### config.mk
export PLATFORM = sky130hd
export DESIGN_NAME = psk_tx_frame_sched_flat
export DESIGN_NICKNAME = d
export VERILOG_FILES = /design/src/rtl/psk_tx_frame_sched_if.sv /design/src/rtl/psk_tx_frame_sched.sv /design/src/flat_wrapper.sv
export SDC_FILE = /design/constraint.sdc
export NUM_CORES = 1
export LEC_CHECK = 0
export ABC_AREA = 1
export BUFFER_PORTS_ARGS = -buffer_cell sky130_fd_sc_hd__buf_2
export CAP_MARGIN = 20
export CORE_ASPECT_RATIO = 2
export CORE_UTILIZATION = 35
export CTS_BUF_LIST = sky130_fd_sc_hd__clkbuf_2 sky130_fd_sc_hd__clkbuf_4 sky130_fd_sc_hd__clkbuf_8
export CTS_CLUSTER_SIZE = 10
export DETAILED_ROUTE_END_ITERATION = 10
export HOLD_SLACK_MARGIN = 0.12
export PLACE_DENSITY = 0.61
export SKIP_LAST_GASP = 1
export SLEW_MARGIN = 20
export SYNTH_ARGS = -nofsm -noshare
export SYNTH_HDL_FRONTEND = slang
export SYNTH_SLANG_ARGS = --single-unit
export TNS_END_PERCENT = 5
### constraint.sdc
create_clock -name clk_16d384M -period 4.51 [get_ports clk_16d384M]
set_clock_uncertainty 0.2 [all_clocks]
set_input_delay 0.2255 -clock clk_16d384M [delete_from_list [all_inputs] [get_ports clk_16d384M]]
set_output_delay 0.2255 -clock clk_16d384M [all_outputs]
set_load 0.03 [all_outputs]
### src/rtl/psk_tx_frame_sched_if.sv
// Byte-stream bundle around the PSK frame scheduler: two requester streams in,
// one framed stream out to the modulator.
interface psk_tx_frame_sched_if;
    logic       s0_req;
    logic [7:0] s0_len;
    logic [7:0] s0_tdata;
    logic       s0_tvalid;
    logic       s0_tlast;
    logic       s0_tready;
    logic       s0_grant;

    logic       s1_req;
    logic [7:0] s1_len;
    logic [7:0] s1_tdata;
    logic       s1_tvalid;
    logic       s1_tlast;
    logic       s1_tready;
    logic       s1_grant;

    logic [7:0] m_tdata;
    logic       m_tvalid;
    logic       m_tready;
    logic       m_tlast;
    logic       m_tuser;

    // Scheduler side
    modport master (
        input  s0_req, s0_len, s0_tdata, s0_tvalid, s0_tlast,
        output s0_tready, s0_grant,
        input  s1_req, s1_len, s1_tdata, s1_tvalid, s1_tlast,
        output s1_tready, s1_grant,
        output m_tdata, m_tvalid, m_tlast, m_tuser,
        input  m_tready
    );

    // Requesters and modulator side
    modport slave (
        output s0_req, s0_len, s0_tdata, s0_tvalid, s0_tlast,
        input  s0_tready, s0_grant,
        output s1_req, s1_len, s1_tdata, s1_tvalid, s1_tlast,
        input  s1_tready, s1_grant,
        input  m_tdata, m_tvalid, m_tlast, m_tuser,
        output m_tready
    );
endinterface

### src/rtl/psk_tx_frame_sched.sv
// Frame scheduler for the PSK modulator byte stream: round-robin over two
// requesters, wraps each packet as preamble, sync word, length byte, payload.
module psk_tx_frame_sched #(
    parameter int unsigned PREAMBLE_LEN  = 4,
    parameter logic [7:0]  PREAMBLE_BYTE = 8'hAA,
    parameter logic [15:0] SYNC_WORD     = 16'h7E81,
    parameter int unsigned GAP_CYCLES    = 16
) (
    input  logic                 clk_16d384M,
    input  logic                 rst_16d384M,
    input  logic                 tx_en,
    psk_tx_frame_sched_if.master bus,
    output logic                 busy,
    output logic [15:0]          frame_cnt,
    output logic                 len_err
);
    typedef enum logic [2:0] {
        IDLE, PRE, SYNC_H, SYNC_L, LEN, PAYLOAD, DRAIN, GAP
    } state_t;

    localparam logic [7:0] PRE_LAST  = 8'(PREAMBLE_LEN - 1);
    localparam logic [7:0] GAP_LAST  = 8'(GAP_CYCLES - 1);
    localparam state_t     END_STATE = (GAP_CYCLES == 0) ? IDLE : GAP;

    state_t      state_q, state_d;
    logic        ptr_q, ptr_d;
    logic        src_q, src_d;
    logic [7:0]  len_q, len_d;
    logic [7:0]  cnt_q, cnt_d;
    logic [7:0]  gap_q, gap_d;
    logic        drained_q, drained_d;
    logic        ov_q, ov_d;
    logic [7:0]  od_q, od_d;
    logic        ol_q, ol_d;
    logic        ou_q, ou_d;
    logic [15:0] fcnt_q, fcnt_d;
    logic        err_q, err_d;
    logic        g0_q, g0_d;
    logic        g1_q, g1_d;

    logic        load_en;
    logic        last_pend;
    logic        src_tvalid;
    logic        src_tlast;
    logic [7:0]  src_tdata;
    logic [7:0]  cnt_inc;
    logic        at_len;
    logic        pick;
    logic        src_ready;
    logic        drain_last;

    always_comb begin
        load_en    = !ov_q || bus.m_tready;
        last_pend  = ov_q && ol_q;
        src_tvalid = src_q ? bus.s1_tvalid : bus.s0_tvalid;
        src_tlast  = src_q ? bus.s1_tlast  : bus.s0_tlast;
        src_tdata  = src_q ? bus.s1_tdata  : bus.s0_tdata;
        cnt_inc    = cnt_q + 8'd1;
        at_len     = (cnt_inc == len_q);
        // ptr_q names the side that wins a tie
        pick       = (bus.s0_req && bus.s1_req) ? ptr_q : bus.s1_req;
    end

    always_comb begin
        state_d    = state_q;
        ptr_d      = ptr_q;
        src_d      = src_q;
        len_d      = len_q;
        cnt_d      = cnt_q;
        gap_d      = 8'd0;
        drained_d  = drained_q;
        ov_d       = ov_q && !bus.m_tready;
        od_d       = od_q;
        ol_d       = ol_q;
        ou_d       = ou_q;
        fcnt_d     = fcnt_q;
        err_d      = 1'b0;
        g0_d       = 1'b0;
        g1_d       = 1'b0;
        src_ready  = 1'b0;
        drain_last = 1'b0;

        if (last_pend && bus.m_tready) begin
            fcnt_d = fcnt_q + 16'd1;
        end

        case (state_q)
            IDLE: begin
                if (tx_en && (bus.s0_req || bus.s1_req)) begin
                    state_d   = PRE;
                    src_d     = pick;
                    ptr_d     = !pick;
                    len_d     = pick ? bus.s1_len : bus.s0_len;
                    g0_d      = !pick;
                    g1_d      = pick;
                    cnt_d     = 8'd0;
                    drained_d = 1'b0;
                end
            end
            PRE: begin
                if (load_en) begin
                    ov_d = 1'b1;
                    od_d = PREAMBLE_BYTE;
                    ol_d = 1'b0;
                    ou_d = 1'b1;
                    if (cnt_q == PRE_LAST) begin
                        cnt_d   = 8'd0;
                        state_d = SYNC_H;
                    end else begin
                        cnt_d = cnt_inc;
                    end
                end
            end
            SYNC_H: begin
                if (load_en) begin
                    ov_d    = 1'b1;
                    od_d    = SYNC_WORD[15:8];
                    ol_d    = 1'b0;
                    ou_d    = 1'b1;
                    state_d = SYNC_L;
                end
            end
            SYNC_L: begin
                if (load_en) begin
                    ov_d    = 1'b1;
                    od_d    = SYNC_WORD[7:0];
                    ol_d    = 1'b0;
                    ou_d    = 1'b1;
                    state_d = LEN;
                end
            end
            LEN: begin
                // A zero-length frame ends on this byte; hold here until it is taken
                if (last_pend) begin
                    if (bus.m_tready) begin
                        state_d = END_STATE;
                    end
                end else if (load_en) begin
                    ov_d = 1'b1;
                    od_d = len_q;
                    ol_d = (len_q == 8'd0);
                    ou_d = 1'b1;
                    if (len_q != 8'd0) begin
                        state_d = PAYLOAD;
                    end
                end
            end
            PAYLOAD: begin
                if (last_pend) begin
                    if (bus.m_tready) begin
                        state_d = END_STATE;
                    end
                end else begin
                    src_ready = load_en;
                    if (load_en && src_tvalid) begin
                        ov_d  = 1'b1;
                        od_d  = src_tdata;
                        ol_d  = src_tlast || at_len;
                        ou_d  = 1'b0;
                        cnt_d = cnt_inc;
                        err_d = (src_tlast != at_len);
                        if (at_len && !src_tlast) begin
                            state_d = DRAIN;
                        end
                    end
                end
            end
            DRAIN: begin
                // Discard the source overrun while the truncated last byte drains out
                src_ready  = !drained_q;
                drain_last = src_ready && src_tvalid && src_tlast;
                if (drain_last) begin
                    drained_d = 1'b1;
                end
                if ((drained_q || drain_last) && (!last_pend || bus.m_tready)) begin
                    state_d = END_STATE;
                end
            end
            GAP: begin
                gap_d = gap_q + 8'd1;
                if (gap_q == GAP_LAST) begin
                    state_d = IDLE;
                end
            end
            default: begin
                state_d = IDLE;
            end
        endcase
    end

    always_ff @(posedge clk_16d384M) begin
        if (rst_16d384M) begin
            state_q   <= IDLE;
            ptr_q     <= 1'b0;
            src_q     <= 1'b0;
            len_q     <= 8'd0;
            cnt_q     <= 8'd0;
            gap_q     <= 8'd0;
            drained_q <= 1'b0;
            ov_q      <= 1'b0;
            od_q      <= 8'd0;
            ol_q      <= 1'b0;
            ou_q      <= 1'b0;
            fcnt_q    <= 16'd0;
            err_q     <= 1'b0;
            g0_q      <= 1'b0;
            g1_q      <= 1'b0;
        end else begin
            state_q   <= state_d;
            ptr_q     <= ptr_d;
            src_q     <= src_d;
            len_q     <= len_d;
            cnt_q     <= cnt_d;
            gap_q     <= gap_d;
            drained_q <= drained_d;
            ov_q      <= ov_d;
            od_q      <= od_d;
            ol_q      <= ol_d;
            ou_q      <= ou_d;
            fcnt_q    <= fcnt_d;
            err_q     <= err_d;
            g0_q      <= g0_d;
            g1_q      <= g1_d;
        end
    end

    assign bus.m_tvalid  = ov_q;
    assign bus.m_tdata   = od_q;
    assign bus.m_tlast   = ol_q;
    assign bus.m_tuser   = ou_q;
    assign bus.s0_tready = src_ready && !src_q;
    assign bus.s1_tready = src_ready && src_q;
    assign bus.s0_grant  = g0_q;
    assign bus.s1_grant  = g1_q;
    assign busy          = (state_q != IDLE);
    assign frame_cnt     = fcnt_q;
    assign len_err       = err_q;

endmodule
### src/flat_wrapper.sv
// flat-port wrapper written by rule: the top's interface ports become plain ports
module psk_tx_frame_sched_flat 
#(
    parameter int unsigned PREAMBLE_LEN  = 4,
    parameter logic [7:0]  PREAMBLE_BYTE = 8'hAA,
    parameter logic [15:0] SYNC_WORD     = 16'h7E81,
    parameter int unsigned GAP_CYCLES    = 16
)
  (clk_16d384M, rst_16d384M, tx_en, busy, frame_cnt, len_err, bus_s0_req, bus_s0_len, bus_s0_tdata, bus_s0_tvalid, bus_s0_tlast, bus_s0_tready, bus_s0_grant, bus_s1_req, bus_s1_len, bus_s1_tdata, bus_s1_tvalid, bus_s1_tlast, bus_s1_tready, bus_s1_grant, bus_m_tdata, bus_m_tvalid, bus_m_tlast, bus_m_tuser, bus_m_tready);
  psk_tx_frame_sched_if bus_i ();
  input  logic clk_16d384M;
  input  logic rst_16d384M;
  input  logic tx_en;
  output logic busy;
  output logic [15:0] frame_cnt;
  output logic len_err;
  input wire logic [$bits(bus_i.s0_req)-1:0] bus_s0_req;
  input wire logic [$bits(bus_i.s0_len)-1:0] bus_s0_len;
  input wire logic [$bits(bus_i.s0_tdata)-1:0] bus_s0_tdata;
  input wire logic [$bits(bus_i.s0_tvalid)-1:0] bus_s0_tvalid;
  input wire logic [$bits(bus_i.s0_tlast)-1:0] bus_s0_tlast;
  output wire logic [$bits(bus_i.s0_tready)-1:0] bus_s0_tready;
  output wire logic [$bits(bus_i.s0_grant)-1:0] bus_s0_grant;
  input wire logic [$bits(bus_i.s1_req)-1:0] bus_s1_req;
  input wire logic [$bits(bus_i.s1_len)-1:0] bus_s1_len;
  input wire logic [$bits(bus_i.s1_tdata)-1:0] bus_s1_tdata;
  input wire logic [$bits(bus_i.s1_tvalid)-1:0] bus_s1_tvalid;
  input wire logic [$bits(bus_i.s1_tlast)-1:0] bus_s1_tlast;
  output wire logic [$bits(bus_i.s1_tready)-1:0] bus_s1_tready;
  output wire logic [$bits(bus_i.s1_grant)-1:0] bus_s1_grant;
  output wire logic [$bits(bus_i.m_tdata)-1:0] bus_m_tdata;
  output wire logic [$bits(bus_i.m_tvalid)-1:0] bus_m_tvalid;
  output wire logic [$bits(bus_i.m_tlast)-1:0] bus_m_tlast;
  output wire logic [$bits(bus_i.m_tuser)-1:0] bus_m_tuser;
  input wire logic [$bits(bus_i.m_tready)-1:0] bus_m_tready;
  assign bus_i.s0_req = bus_s0_req;
  assign bus_i.s0_len = bus_s0_len;
  assign bus_i.s0_tdata = bus_s0_tdata;
  assign bus_i.s0_tvalid = bus_s0_tvalid;
  assign bus_i.s0_tlast = bus_s0_tlast;
  assign bus_s0_tready = bus_i.s0_tready;
  assign bus_s0_grant = bus_i.s0_grant;
  assign bus_i.s1_req = bus_s1_req;
  assign bus_i.s1_len = bus_s1_len;
  assign bus_i.s1_tdata = bus_s1_tdata;
  assign bus_i.s1_tvalid = bus_s1_tvalid;
  assign bus_i.s1_tlast = bus_s1_tlast;
  assign bus_s1_tready = bus_i.s1_tready;
  assign bus_s1_grant = bus_i.s1_grant;
  assign bus_m_tdata = bus_i.m_tdata;
  assign bus_m_tvalid = bus_i.m_tvalid;
  assign bus_m_tlast = bus_i.m_tlast;
  assign bus_m_tuser = bus_i.m_tuser;
  assign bus_i.m_tready = bus_m_tready;
  psk_tx_frame_sched #(.PREAMBLE_LEN(PREAMBLE_LEN), .PREAMBLE_BYTE(PREAMBLE_BYTE), .SYNC_WORD(SYNC_WORD), .GAP_CYCLES(GAP_CYCLES)) u_core (.clk_16d384M(clk_16d384M), .rst_16d384M(rst_16d384M), .tx_en(tx_en), .bus(bus_i), .busy(busy), .frame_cnt(frame_cnt), .len_err(len_err));
endmodule
* After elaboration in Yosys (flattened, before gate mapping) *
Index checks and enable logic that the tools add are counted.

cells by class
  reduce and logical (&&, ||, !) cells = 43
  $add $sub $neg = 3
  bitwise logic cells = 5
  equal/unequal tests = 28
  muxes and demuxes = 55

operator list
  cell                                                              count
  8-bit two-way mux                                                 14
  3-bit two-way mux                                                 14
  8-bit one-hot mux with 5 select lines                             1
  3-bit one-hot mux with 8 select lines                             1
  8-bit one-hot mux with 3 select lines                             1
  2-bit by 1-bit != test with 1-bit output (second input constant)  11
  1-bit two-way mux                                                 19
  16-bit by 1-bit adder with 16-bit output (second input constant)  1
  8-bit by 1-bit adder with 8-bit output (second input constant)    2
  3-bit == test (second input constant)                             4
  1-bit logical AND                                                 12
  3-bit by 1-bit != test with 1-bit output (second input constant)  4
  11-bit AND reduction                                              1
  1-bit one-hot mux with 3 select lines                             3
  3-bit nonzero test                                                3
  8-bit by 2-bit == test with 1-bit output (second input constant)  1
  8-bit by 4-bit == test with 1-bit output (second input constant)  1
  8-bit == test                                                     1
  8-bit logical NOT                                                 1
  8-bit AND reduction                                               1
  8-bit nonzero test                                                1
  1-bit logical NOT                                                 7
  3-bit by 2-bit == test with 1-bit output (second input constant)  2
  6-bit AND reduction                                               1
  other kinds (16)                                                  27

storage, ports and cells
  input port bits = 42
  word-level logic and storage cells = 149
  register bits after elaboration = 60
  output and inout bits = 33

* Logic depth before layout (Yosys ltp) *
  depth in word-level cells = 7
  gate-level depth with buffers = 19
  depth with buffers taken out = 19

* Worst setup path after synthesis *
OpenSTA, ideal clock, no wires.

  kind = reg2reg
  start point = reg u_core.cnt_q[0]
  end point = reg u_core.state_q[0]
  setup time = 0.110 ns
  path buffers = 0
  setup slack = 2.068 ns
  clock period less this slack = 2.442 ns
  arrival = 2.132 ns
  data required time = 4.200 ns
  stages on the path, launching flop included = 19
  cell sequence = dfxtp_1 > ha_1 > nand2_1 > o21ai_0 > nand2_1 > or2_2 > nand3_1 > nor2_1 > nand3_1 > nor2_1 > ha_1 > nand3_1 > nand2_1 > nand3_1 > nand2_1 > nand3_1 > nand2_1 > inv_1 > nor2_1

on the way
  word-level cells in the longest chain between the ends = 5
  elaborated cells between the ends (all ways) = 7
  classes of those cells = add/sub (1); eq/ne (4); reduce/logical (2)

ends and longest elaborated chain
  element                                                    RTL line                   source
  start: declaration                                         psk_tx_frame_sched.sv:29   logic [7:0] cnt_q, cnt_d;
  start signal: assignment                                   psk_tx_frame_sched.sv:213  cnt_q <= cnt_d;
  8-bit by 1-bit adder with 8-bit output                     psk_tx_frame_sched.sv:58   cnt_inc = cnt_q + 8'd1;
  8-bit == test                                              psk_tx_frame_sched.sv:59   at_len = (cnt_inc == len_q);
  1-bit logical AND                                          psk_tx_frame_sched.sv:162  if (at_len && !src_tlast) begin
  3-bit by 1-bit != test with 1-bit output (no source line)  n/a
  11-bit AND reduction (no source line) *                    n/a
  end signal: assignment                                     psk_tx_frame_sched.sv:209  state_q <= state_d;
  end: declaration                                           psk_tx_frame_sched.sv:25   state_t state_q, state_d;

Every way passes the cells marked *; elsewhere a longest branch is shown, timed or not.
A chain may end at the register's enable or synchronous reset.

* Worst setup path after layout *
  start point = reg u_core.cnt_q[0]
  end point = reg u_core.state_q[1]

Same word-level chain as after synthesis.

==> results.md <==
- Final WS setup: 1.77 ns
- Largest family of logic cells by synthesized area: simple AND/OR/NAND/NOR gates
- Syn_nets: 560
- Cell variety after synth: 39
- Die width: 71.8 um
- Power Dens Cells: about 470 nW/um^2
- Post-Synth Simple-Gate Area: 0.351
- WL final: around 10000 um
- Final hold viol count: 0
- Combinational cell fraction of total power: 0.425
- YS warnings: 0
- DRC viols: 0
- Seq pwr share: 0.347
- Post-Layout Cell Count: between 700 and 800
- Routed wire per std cell: 14.0 um
- Crit-path max FO: 5
- Final ANT Viol Nets: 0
- Initial antenna violation count: 0
- Initial DRC count: 193
- Commonest non-fill, non-tap cell in the layout: nand2_1
- Post-synth EDFFs: 0
- Die area: about 10,000 um^2
- First-pass GRT wire length: 16,200 um
- Post-synthesis instance total: 513
- CTS Buffer Depth: 2
- Sw frac: 0.443
- Mapped cell area: 3410 um^2
- CTS tree: done
- Die Ht: between 100 and 150 um
- Vias/cell: between 5 and 6
- Seq/Total Area, Yosys: 0.353
- Clk pwr share: 0.228
- Top post-synthesis cells by area: dfxtp_1, nand2_1, nor2_1
- I/O Buffers: 74
- Primary FF master, synth: dfxtp_1
- Final slew viol count: 0
- Pin count of the biggest net entering global routing: 31
- Gr usage total: 0.209
- Routability Congestion: 0.912
- Ratio of cells with drive above 1 in the final layout: 0.208
- Post-synth top area share: 0.353
- Placement Cell Area: 3860 um^2
- Worst stage delay on the critical path: 0.40 ns
- Clock Sinks: 60
- Resized cells post-CTS: 0
- Fin util: 0.449
- CTS buffer count: 9
- Avg Cell Area, Syn: roughly 6.6 um^2
- Synth Area in Compound Gates: 0.176
- Tcrit/Tclk final: 0.607
- RSZ-0062 raised after global routing: no
- Nets: 652
- Max Clock Freq: 365 MHz
- Pint: 1100 uW
- Row Count: 50
- Switching pwr: 880 uW
- Final Cell Area: 4220 um^2
- Vias in the first global route: ~3,600
- Final min period: 2.74 ns
- Crit-path cells: ha_1 > nand2_1 > o21ai_0 > nand2_1 > or2_2 > nand3_1 > nor2_1 > nand3_1 > nor2_1 > ha_1 > nand3_1 > nand2_1 > nand3_1 > nand2_1 > nand3_1 > nand2_1 > inv_1 > nor2_1
- Max_cap viols: 0
- Area Overhead vs Synth: 23.8%
- Worst Max-Slew Pin Slew: 1.03 ns
- Commonest cells after routing, fill and taps aside: nand2_1, buf_2, nor2_1, dfxtp_1, inv_1
- Pre-CTS WS: about 1.8 ns
- FF+latch count, synth: 60
- HPWL after detailed placement: 7630 um
- Ant. Diodes: 0
- Asr flop ratio synth: 0
- Data arrival, critical path: roughly 2.8 ns
- Clock transition at the registers of the reported paths: 0.08 ns
- CP Class: flop to flop
- Setup_tns: 0 ns
- Initial Util: 0.363
- Rel. slew slack: 0.304
- Worst-Skew Late Latency: 0.36 ns
- Clock root buffer: clkbuf_8
- CP max stage cell: dfxtp_1
- Crit path capture type: flop
- CTS H-Tree Depth: 3
- Total core area: 9380 um^2
- CP Launch Type: flop
- Synth Area in XOR/XNOR: 0.0154
- Data required, critical path: 4.56 ns
- DRT Pass-1 Iters: 4
- Placed cell count: 680
- Post-CTS Setup Repair Bufs: 0
- Top Ports: 75
- Setup Viol. Count Final: 0
- Hold Path Class: primary input to flop
- Status: finished clean
- Pleak: 0.00185 uW
- Mux cell area share after synthesis: 0
- Fill cells: 989
- Max IR drop VDD: 0.208 mV
- Yosys top cell by area: dfxtp_1
- Total number of vias: 3,647
- Gr ovfl total: 0
- Synth Area in Adders: 0.0184
-- synth_stat cells, types with 2 or more instances --
| cell | n |
|---|---|
| o21ai_0 | 31 |
| xor2_1 | 4 |
| nor2_1 | 69 |
| nand4_1 | 13 |
| ha_1 | 5 |
| xnor2_1 | 2 |
| or2_2 | 2 |
| nand2_2 | 7 |
| nand2_1 | 110 |
| a21oi_1 | 47 |
| nand2_4 | 2 |
| dfxtp_1 | 60 |
| o211ai_1 | 2 |
| clkbuf_1 | 8 |
| o21a_1 | 3 |
| nor2_4 | 4 |
| buf_2 | 2 |
| nor3_1 | 16 |
| a31oi_1 | 3 |
| o21ai_1 | 9 |
| nand3_2 | 6 |
| nor2_2 | 3 |
| nand3_1 | 23 |
| inv_1 | 56 |
| a211oi_1 | 4 |
| o32ai_1 | 2 |
| inv_2 | 8 |
-- flip-flops by register name, indices dropped and copies added (netlist names) --
register,count
u_core.bus.m_tdata,8
u_core.bus.m_tlast,1
u_core.bus.m_tuser,1
u_core.bus.m_tvalid,1
u_core.bus.s0_grant,1
u_core.bus.s1_grant,1
u_core.cnt_q,8
u_core.drained_q,1
u_core.frame_cnt,16
u_core.gap_q,8
u_core.len_err,1
u_core.len_q,8
u_core.ptr_q,1
u_core.src_q,1
u_core.state_q,3
-- path summary, 6_finish.rpt --
kind	cells after the start	slack, ns	endpoint	from
max	18	1.77	u_core.state_q[1]$_SDFFE_PP0P_	u_core.cnt_q[0]$_SDFFE_PP0P_
min	2	0.14	u_core.frame_cnt[3]$_SDFFE_PP0P_	rst_16d384M
max reg2reg	18	1.77	u_core.state_q[1]$_SDFFE_PP0P_	u_core.cnt_q[0]$_SDFFE_PP0P_
min reg2reg	1	0.24	u_core.gap_q[0]$_SDFF_PP0_	u_core.gap_q[0]$_SDFF_PP0_
-- power groups by stage --
stage          registers (uW)  clock network, uW  logic [uW]
5_1_grt                   698                487         940
6_report                  689                452         843
2_1_floorplan             770                  0         532
3_5_place_dp              700                  0         805
3_3_place_gp              699                  0         800
4_1_cts                   688                469         842
-- cell type report --
class                      count  area (um^2)  area share
multi-input combinational    377         1910       0.453
clock buffer                  11          145      0.0344
clock inverter                 5         36.3     0.00860
tap                          104          130      0.0309
sequential                    60         1200       0.285
timing repair buffer          92          551       0.131
inverter                      65          244      0.0578
-- per-layer routing --
metal	GRT usage	part of all wire
met5	0	0
met4	0.157	0.064
met1	0.200	0.37
met2	0.381	0.53
met3	0.0433	0.035
-- worst max-delay path: cells and delay by family (launching register included) --
kind	cells	cell delay [ns]
AOI/OAI and AO/OA	1	0.27
adders and majority gates	2	0.39
buffers and inverters	1	0.05
DFF	1	0.40
and+or+nand+nor	14	1.32
-- timing repair --
action,CTS,global route
endpoints found under the hold margin,11,0
hold buffers,18,0
endpoints found under the setup margin,0,0
-- cells by family (layout without fill, tap and decap cells) --
logic type,after synthesis,count (layout)
simple gates,259,259
fa+ha+maj,5,5
xor+xnor,6,6
buf+inv,76,173
compound gates,107,107
flops,60,60
-- metrics by stage --
| step | total power (uW) | hold slack (ns) |
|---|---|---|
| floorplan | 1300 | 0.173 |
| global placement | 1500 | 0.228 |
| detailed placement | 1510 | 0.239 |
| CTS | 2000 | 0.126 |
| global route | 2120 | 0.146 |
| finish | 1980 | 0.144 |
No activity file was read; power rests on OpenSTA's default activity.
